[config.mk]
export PLATFORM = sky130hd
export DESIGN_NAME = tick_gen_multi_flat
export DESIGN_NICKNAME = d
export VERILOG_FILES = /design/src/rtl/tick_gen_multi_pkg.sv /design/src/rtl/tick_gen_multi_if.sv /design/src/rtl/tick_gen_multi_ch.sv /design/src/rtl/tick_gen_multi.sv /design/src/flat_wrapper.sv
export SDC_FILE = /design/constraint.sdc
export NUM_CORES = 1
export LEC_CHECK = 0
export BUFFER_PORTS_ARGS = -buffer_cell sky130_fd_sc_hd__buf_2
export CORE_MARGIN = 2
export CORE_UTILIZATION = 55
export CTS_CLUSTER_DIAMETER = 100
export DETAILED_ROUTE_END_ITERATION = 10
export PLACE_DENSITY = 0.75
export SLEW_MARGIN = 20
export SYNTH_ARGS = -nofsm -noshare
export SYNTH_HDL_FRONTEND = slang
export SYNTH_SLANG_ARGS = --single-unit
[constraint.sdc]
create_clock -name i_clk -period 2.4 [get_ports i_clk]
set_input_delay 0 -clock i_clk [delete_from_list [all_inputs] [get_ports i_clk]]
set_output_delay 0 -clock i_clk [all_outputs]
set_load 0.05 [all_outputs]
[src/rtl/tick_gen_multi_pkg.sv]
// Shared types and constants for the multi-channel tick generator.
//   ch_state_t  : per-channel FSM state
//   DEFAULT_N_C : period loaded into every channel at reset
//   ch_w()      : channel-select width, never below 1
package tick_gen_pkg;
  typedef enum logic [1:0] {IDLE, COUNT, DONE} ch_state_t;

  localparam int DEFAULT_N_C = 654;

  function automatic int ch_w(input int n);
    return (n > 1) ? $clog2(n) : 1;
  endfunction
endpackage

[src/rtl/tick_gen_multi_if.sv]
// Config write port: valid/ready handshake carrying target channel and period.
//   cfg_valid  : write request
//   cfg_ch     : target channel
//   cfg_period : new period value
//   cfg_ready  : write accepted when valid & ready at the clock edge
interface tick_gen_multi_if #(
  parameter int CNT_W  = 16,
  parameter int NUM_CH = 4
);
  import tick_gen_pkg::*;
  localparam int CH_W = ch_w(NUM_CH);

  logic             cfg_valid;
  logic [CH_W-1:0]  cfg_ch;
  logic [CNT_W-1:0] cfg_period;
  logic             cfg_ready;

  modport master (output cfg_valid, cfg_ch, cfg_period, input  cfg_ready);
  modport slave  (input  cfg_valid, cfg_ch, cfg_period, output cfg_ready);
endinterface

[src/rtl/tick_gen_multi_ch.sv]
// One tick channel: FSM, down-counter, active period, shadow period, pending flag.
//   i_clk, i_rst_n : clock, async active-low reset
//   i_en           : run enable (low = idle, counter reloaded)
//   i_oneshot      : sampled at the reload point, 1 = stop in DONE
//   i_wr           : accepted config write for this channel
//   i_wr_period    : period carried by the write
//   o_pending      : shadow holds a period not yet applied
//   o_tick         : registered one-cycle tick
//   o_busy         : channel in COUNT
module tick_gen_ch
  import tick_gen_pkg::*;
#(
  parameter int CNT_W     = 16,
  parameter int DEFAULT_N = DEFAULT_N_C
) (
  input  logic             i_clk,
  input  logic             i_rst_n,
  input  logic             i_en,
  input  logic             i_oneshot,
  input  logic             i_wr,
  input  logic [CNT_W-1:0] i_wr_period,
  output logic             o_pending,
  output logic             o_tick,
  output logic             o_busy
);
  localparam logic [CNT_W-1:0] DEF = CNT_W'(DEFAULT_N);

  ch_state_t        r_state,  w_state_nx;
  logic [CNT_W-1:0] r_cnt,    w_cnt_nx;
  logic [CNT_W-1:0] r_period, w_period_nx;
  logic [CNT_W-1:0] r_shadow, w_shadow_nx;
  logic             r_pending, w_pending_nx;
  logic             r_tick,    w_tick_nx;

  always_ff @(posedge i_clk or negedge i_rst_n) begin
    if (!i_rst_n) begin
      r_state   <= IDLE;
      r_cnt     <= DEF;
      r_period  <= DEF;
      r_shadow  <= DEF;
      r_pending <= 1'b0;
      r_tick    <= 1'b0;
    end else begin
      r_state   <= w_state_nx;
      r_cnt     <= w_cnt_nx;
      r_period  <= w_period_nx;
      r_shadow  <= w_shadow_nx;
      r_pending <= w_pending_nx;
      r_tick    <= w_tick_nx;
    end
  end

  always_comb begin
    w_state_nx   = r_state;
    w_cnt_nx     = r_cnt;
    w_period_nx  = r_period;
    w_shadow_nx  = r_shadow;
    w_pending_nx = r_pending;
    w_tick_nx    = 1'b0;
    if (!i_en) begin
      // Disable beats everything, including a tick due on this edge.
      w_state_nx   = IDLE;
      w_cnt_nx     = r_shadow;
      w_period_nx  = r_shadow;
      w_pending_nx = 1'b0;
    end else if (r_state != DONE) begin
      // The edge that first sees en in IDLE already counts as an enabled clock,
      // so the first tick lands period edges after it.
      if (r_cnt != '0) begin
        w_cnt_nx   = r_cnt - CNT_W'(1);
        w_state_nx = COUNT;
      end else begin
        w_tick_nx    = 1'b1;
        w_period_nx  = r_shadow;
        w_cnt_nx     = r_shadow;
        w_pending_nx = 1'b0;
        w_state_nx   = i_oneshot ? DONE : COUNT;
      end
    end
    // A write only lands while not pending, so it never races a reload of
    // a pending value; it must win over the idle clear to hold ready low.
    if (i_wr) begin
      w_shadow_nx  = i_wr_period;
      w_pending_nx = 1'b1;
    end
  end

  assign o_pending = r_pending;
  assign o_tick    = r_tick;
  assign o_busy    = (r_state == COUNT);
endmodule

[src/rtl/tick_gen_multi.sv]
// Multi-channel programmable tick generator.
//   i_clk, i_rst_n : clock, async active-low reset
//   i_en           : per-channel run enable
//   i_oneshot      : per-channel mode, 1 = single tick then hold
//   cfg            : config write port (slave)
//   o_tick         : per-channel one-cycle tick
//   o_busy         : per-channel COUNT indicator
//   o_any_tick     : OR of o_tick
module tick_gen_multi
  import tick_gen_pkg::*;
#(
  parameter int CNT_W     = 16,
  parameter int NUM_CH    = 4,
  parameter int DEFAULT_N = DEFAULT_N_C
) (
  input  logic              i_clk,
  input  logic              i_rst_n,
  input  logic [NUM_CH-1:0] i_en,
  input  logic [NUM_CH-1:0] i_oneshot,
  tick_gen_multi_if.slave   cfg,
  output logic [NUM_CH-1:0] o_tick,
  output logic [NUM_CH-1:0] o_busy,
  output logic              o_any_tick
);
  localparam int CH_W = ch_w(NUM_CH);

  logic [NUM_CH-1:0] w_pending;
  logic [NUM_CH-1:0] w_wr;
  logic              w_sel_pending;

  // Out-of-range channel matches nothing: ready stays high, write dropped.
  always_comb begin
    w_sel_pending = 1'b0;
    for (int c = 0; c < NUM_CH; c++)
      if (cfg.cfg_ch == CH_W'(c)) w_sel_pending = w_pending[c];
  end

  assign cfg.cfg_ready = !w_sel_pending;

  for (genvar g = 0; g < NUM_CH; g++) begin : g_ch
    assign w_wr[g] = cfg.cfg_valid && cfg.cfg_ready && (cfg.cfg_ch == CH_W'(g));

    tick_gen_ch #(.CNT_W(CNT_W), .DEFAULT_N(DEFAULT_N)) u_ch (
      .i_clk       (i_clk),
      .i_rst_n     (i_rst_n),
      .i_en        (i_en[g]),
      .i_oneshot   (i_oneshot[g]),
      .i_wr        (w_wr[g]),
      .i_wr_period (cfg.cfg_period),
      .o_pending   (w_pending[g]),
      .o_tick      (o_tick[g]),
      .o_busy      (o_busy[g])
    );
  end

  assign o_any_tick = |o_tick;
endmodule

[src/flat_wrapper.sv]
// flat-port wrapper written by rule: the top's interface ports become plain ports
module tick_gen_multi_flat import tick_gen_pkg::*;
#(
  parameter int CNT_W     = 16,
  parameter int NUM_CH    = 4,
  parameter int DEFAULT_N = DEFAULT_N_C
)
  (i_clk, i_rst_n, i_en, i_oneshot, o_tick, o_busy, o_any_tick, cfg_cfg_valid, cfg_cfg_ch, cfg_cfg_period, cfg_cfg_ready);
  tick_gen_multi_if #(.CNT_W(CNT_W), .NUM_CH(NUM_CH)) cfg_i ();
  input  logic i_clk;
  input  logic i_rst_n;
  input  logic [NUM_CH-1:0] i_en;
  input  logic [NUM_CH-1:0] i_oneshot;
  output logic [NUM_CH-1:0] o_tick;
  output logic [NUM_CH-1:0] o_busy;
  output logic o_any_tick;
  input wire logic [$bits(cfg_i.cfg_valid)-1:0] cfg_cfg_valid;
  input wire logic [$bits(cfg_i.cfg_ch)-1:0] cfg_cfg_ch;
  input wire logic [$bits(cfg_i.cfg_period)-1:0] cfg_cfg_period;
  output wire logic [$bits(cfg_i.cfg_ready)-1:0] cfg_cfg_ready;
  assign cfg_i.cfg_valid = cfg_cfg_valid;
  assign cfg_i.cfg_ch = cfg_cfg_ch;
  assign cfg_i.cfg_period = cfg_cfg_period;
  assign cfg_cfg_ready = cfg_i.cfg_ready;
  tick_gen_multi #(.CNT_W(CNT_W), .NUM_CH(NUM_CH), .DEFAULT_N(DEFAULT_N)) u_core (.i_clk(i_clk), .i_rst_n(i_rst_n), .i_en(i_en), .i_oneshot(i_oneshot), .cfg(cfg_i), .o_tick(o_tick), .o_busy(o_busy), .o_any_tick(o_any_tick));
endmodule
Word-level counts from Yosys, hierarchy flattened --
Index checks and enable logic that the tools add are counted.
Word-level totals: output and inout port bits 10, register bits after elaboration 144
Cells by class: $add $sub $neg 4, reductions and logical operators 16, muxes and demuxes 60, equal/unequal tests 23
Operators with widths (number):
- 2-to-1 mux 16 bit | 12
- nonzero test 16 bit | 4
- subtractor 16 x 1 -> 16 bit (second input constant) | 4
- 2-to-1 mux 1 bit | 32
- 2-to-1 mux 2 bit | 16
- inequality test 3 x 1 -> 1 bit (second input constant) | 4
- inequality test 3 bit (second input constant) | 4
- equality test 2 x 1 -> 1 bit (second input constant) | 5
- inequality test 2 x 1 -> 1 bit (second input constant) | 4
- inequality test 2 bit (second input constant) | 4
- AND reduction 2 bit | 4
- logical AND 1 bit | 5
- equality test 2 bit (second input constant) | 2
- OR reduction 4 bit | 1
- zero test 2 bit | 1
- zero test 1 bit | 1

Depth between registers and ports, before layout --
word-level depth 10, mapped depth 8

Modules after synthesis --
Synthesis repeated with hierarchy kept, for this count alone.
Second synthesis, totals: cells, all modules 818, area, all modules 8104.0 um^2
By module, submodules not included:
- tick_gen_ch (u_core.g_ch[0].u_ch ...) | area each 2035.7 um^2, sequential area each 913.4 um^2, instances 3, cells each 210
- tick_gen_ch (u_core.g_ch[3].u_ch) | area each 1925.6 um^2, sequential area each 913.4 um^2, instances 1, cells each 180
- tick_gen_multi | area each 71.3 um^2, sequential area each 0.0 um^2, instances 1, cells each 8

Worst setup path after synthesis --
OpenSTA, ideal clock, no wires.
path kind reg-to-reg, start reg u_core.g_ch[2].u_ch.r_cnt[0], end reg u_core.g_ch[2].u_ch.r_cnt[5], path buffers 1, cell stages (with the launch flop) 8, slack 0.249 ns, data arrival time 2.025 ns, path through dfrtp_1 > inv_1 > ha_1 > or3b_2 > nor3_1 > a21oi_1 > buf_2 > a221o_1
On the way: word-level cells in the longest chain between the ends 4, elaborated cells between the ends (all ways) 5, those cells by class add/sub: 1; mux: 3; reduce/logical: 1
Ends and longest elaborated chain:
- start: declaration | line tick_gen_multi_ch.sv:29 | logic [CNT_W-1:0] r_cnt, w_cnt_nx;
- start signal: assignment | line tick_gen_multi_ch.sv:45 | r_cnt <= w_cnt_nx;
- subtractor 16 x 1 -> 16 bit / nonzero test 16 bit (equally long branches) | line tick_gen_multi_ch.sv:70, tick_gen_multi_ch.sv:69
- 2-to-1 mux 16 bit (*) | line tick_gen_multi_ch.sv:69 | if (r_cnt != '0) begin
- 2-to-1 mux 16 bit (*) | line tick_gen_multi_ch.sv:66 | end else if (r_state != DONE) begin
- 2-to-1 mux 16 bit (*) | line tick_gen_multi_ch.sv:60 | if (!i_en) begin
Mark *: on every way between the ends. The rest lies on a longest branch, timed or not. The select of a mux whose other input is x is not followed. A chain may end at the register's enable or synchronous reset.

Final worst setup path --
start reg u_core.g_ch[2].u_ch.r_cnt[0], end reg u_core.g_ch[2].u_ch.r_cnt[14]
Same word-level chain as after synthesis.

==> impl_metrics.ini <==
[detailed_routing]
wl_mm = 19.0
drc = 0
viasPerCell = 6.35
drt_iter0_drc = 582
ant_nets = 0
first_pass_iters = 6
vias = 6266
avgRoutedWirePerCell_um = 19.3

[global_routing]
grt_max_degree = 68
grt_pass1_vias = 5983
grt_overflow_total = 0
grt_use_total_pct = 27.2
grt_pass1_wl_mm = 30.6
grt_antenna_before_repair = 1

[clocking]
clk_path_buf_depth = 2
htreeDepth = 4
postCtsSetupBuffers = 0
cts-buffers-inserted = 17
cts-root-buf = clkbuf_16
cts_tree = built
clk_pin_slew_ns = 0.06
clk_latency_ns = 0.43
clock_sinks = 144

[sta]
hold_violations = 0
min_period_ns = 2.28
fin_crit_sh_pct = 94.8
rsz0062_at_grt = false
fin_ws_ns = 0.125
timing.slew.headroom_pct = 34.7
fmax_mhz = 440
tns_ns = 0
worstMarginPinSlew_ns = 0.974
fin_skew_ns = 0.00653
report.final.slew_viol_count = 0
finalSetupViolations = 0

[critical_path]
crit_required_ns = 2.71
path_max_fanout = 9
worstSetupStartpoint = u_core.g_ch[2].u_ch.r_cnt[0]
cp-endpoint = u_core.g_ch[2].u_ch.r_cnt[14]
critPathKind = flip-flop to flip-flop
timing.rr.end = u_core.g_ch[2].u_ch.r_cnt[14]
cp-start-kind = flip-flop
end_kind = flip-flop
r2r-start = u_core.g_ch[2].u_ch.r_cnt[0]
rrSetupSlack_ns = 0.12
reg2reg_depth = 8
crit_arrival_ns = 2.59

[logic_synthesis]
synth-edff-count = 0
netlist_area_um2 = 7450
avgSynthCellArea_um2 = 10.2
ys_ff_latch = 144
ys_async_sr_fraction_pct = 100
synthCells = 732
synth_nets = 769
ys_dominant_reg_cell = dfrtp_1
ys_types = 62
yosysSeqAreaShare_pct = 49.1
yosys_warnings = 0

[placed_design]
hpwl_mm = 12.8
port_buffers = 38
gp_congestion = 0.940
preCtsSetupSlack_ns = 0.0883

[floorplanning]
die-area_um2 = 14500
dieHeight_um = 120
die_w_um = 120
start_util_pct = 56.2
coreArea_um2 = 13200
rows = 42
io_pins = 39

[finish]
synthToLayoutAreaGrowth_pct = 17.0
final_cell_mix = dfrtp_1, mux2_2, nor2_1, a21oi_1, nand2_1
final_common_cell = dfrtp_1
diodes = 0
final_nets = 834
final_util_pct = 65.8
post_route_cells_drive_above_1_share_pct = 28.0

[status]
status = finished clean

[pwr]
peakVddDrop_v = 0.000542
power_leakage_nw = 3.61
powerDensity_nw_per_um2 = 867

[min_path]
hold_class = input pin to flip-flop
hold_path_depth = 2

[run]
cap_violations = 0
[synth_stat cells (14+ instances only)]
cell        n  area [um2]
dfrtp_1   104        2600
mux2_2     63         709
a21oi_1    49         245
nor2_1     48         180
nand2_1    43         161
o21ai_0    41         205
dfstp_2    40        1050
clkbuf_1   32         120
nor3_1     27         135
inv_1      24        90.1
nand3_1    24         120
nor4_1     20         125
nand4_1    15        93.8
or4_1      14         105
[timing repair]
| action | CTS | global route |
|---|---|---|
| endpoints found under the setup margin | 0 | 13 |
| resized for setup | 0 | 5 |
| hold buffers | 25 | 0 |
| endpoints found under the hold margin | 145 | 0 |
[metrics by stage]
stage	std cells	hold WS, ns	area, um2	total power [mW]
finish	986	0.0240	8710	7.55
global route	986	0.0335	8710	7.94
CTS	986	0.00644	8690	7.54
detailed placement	929	0.0458	7890	5.01
global placement	929	0.0404	7890	4.92
floorplan	732	-0.296	7450	4.52
[critical path, cell delays in order (launching register included)]
cell	delay (ns)
dfrtp_1	0.40
inv_1	0.13
ha_1	0.19
or3b_2	0.47
nor3_2	0.18
a21oi_1	0.12
buf_4	0.20
o32ai_1	0.27
o21ba_2	0.21
[cell type report]
type,count,area (um2)
Inverter,24,90.1
Multi-Input combinational cell,515,3490
Timing Repair Buffer,95,699
Sequential cell,144,3650
Clock inverter,11,90.1
Clock buffer,21,460
Tap cell,176,220
Fill cell,1063,4530
[routing by layer]
| metal | wire (um) | share of wire (%) | global-route usage, % |
|---|---|---|---|
| met1 | 8170 | 43 | 35.7 |
| met2 | 9190 | 48 | 44.1 |
| met3 | 1250 | 6.6 | 6.79 |
| met4 | 398 | 2.1 | 9.59 |
| met5 | 0 | 0 | 0 |
[worst min path at each step]
stage               slack [ns]                              end     from
floorplan                -0.30    u_core.g_ch[0].u_ch.o_pending  i_rst_n
global placement          0.04  u_core.g_ch[3].u_ch.r_shadow[0]  i_rst_n
detailed placement        0.05  u_core.g_ch[3].u_ch.r_shadow[0]  i_rst_n
CTS                      0.006     u_core.g_ch[1].u_ch.r_cnt[6]  i_en[1]
global route              0.03    u_core.g_ch[1].u_ch.r_cnt[12]  i_en[1]
finish                    0.02     u_core.g_ch[1].u_ch.r_cnt[6]  i_en[1]
[flip-flops by register name, summed over array words and instances (netlist names)]
signal / cells
u_core.g_ch.u_ch.r_shadow: 64
u_core.g_ch.u_ch.o_pending: 4
u_core.g_ch.u_ch.r_state: 8
u_core.g_ch.u_ch.o_tick: 4
u_core.g_ch.u_ch.r_cnt: 64
[cell families (layout without fill, tap and decap cells)]
group	after synthesis	after routing	share of synthesized area [%]
adders and majority gates	8	8	1.34
muxes	69	69	10.5
and+or+nand+nor	250	250	18.1
DFF	144	144	49.1
AOI/OAI and AO/OA	188	188	16.5
buffers and inverters	73	151	4.52
[power breakdown]
| part | internal [mW] | total (mW) | switching [mW] |
|---|---|---|---|
| sequential | 3.09 | 3.61 | 0.514 |
| clock | 1.47 | 2.48 | 1.01 |
| combinational | 0.714 | 1.46 | 0.749 |
| total | 5.27 | 7.55 | 2.27 |
Note: power is estimated with default switching activity, not from simulation.
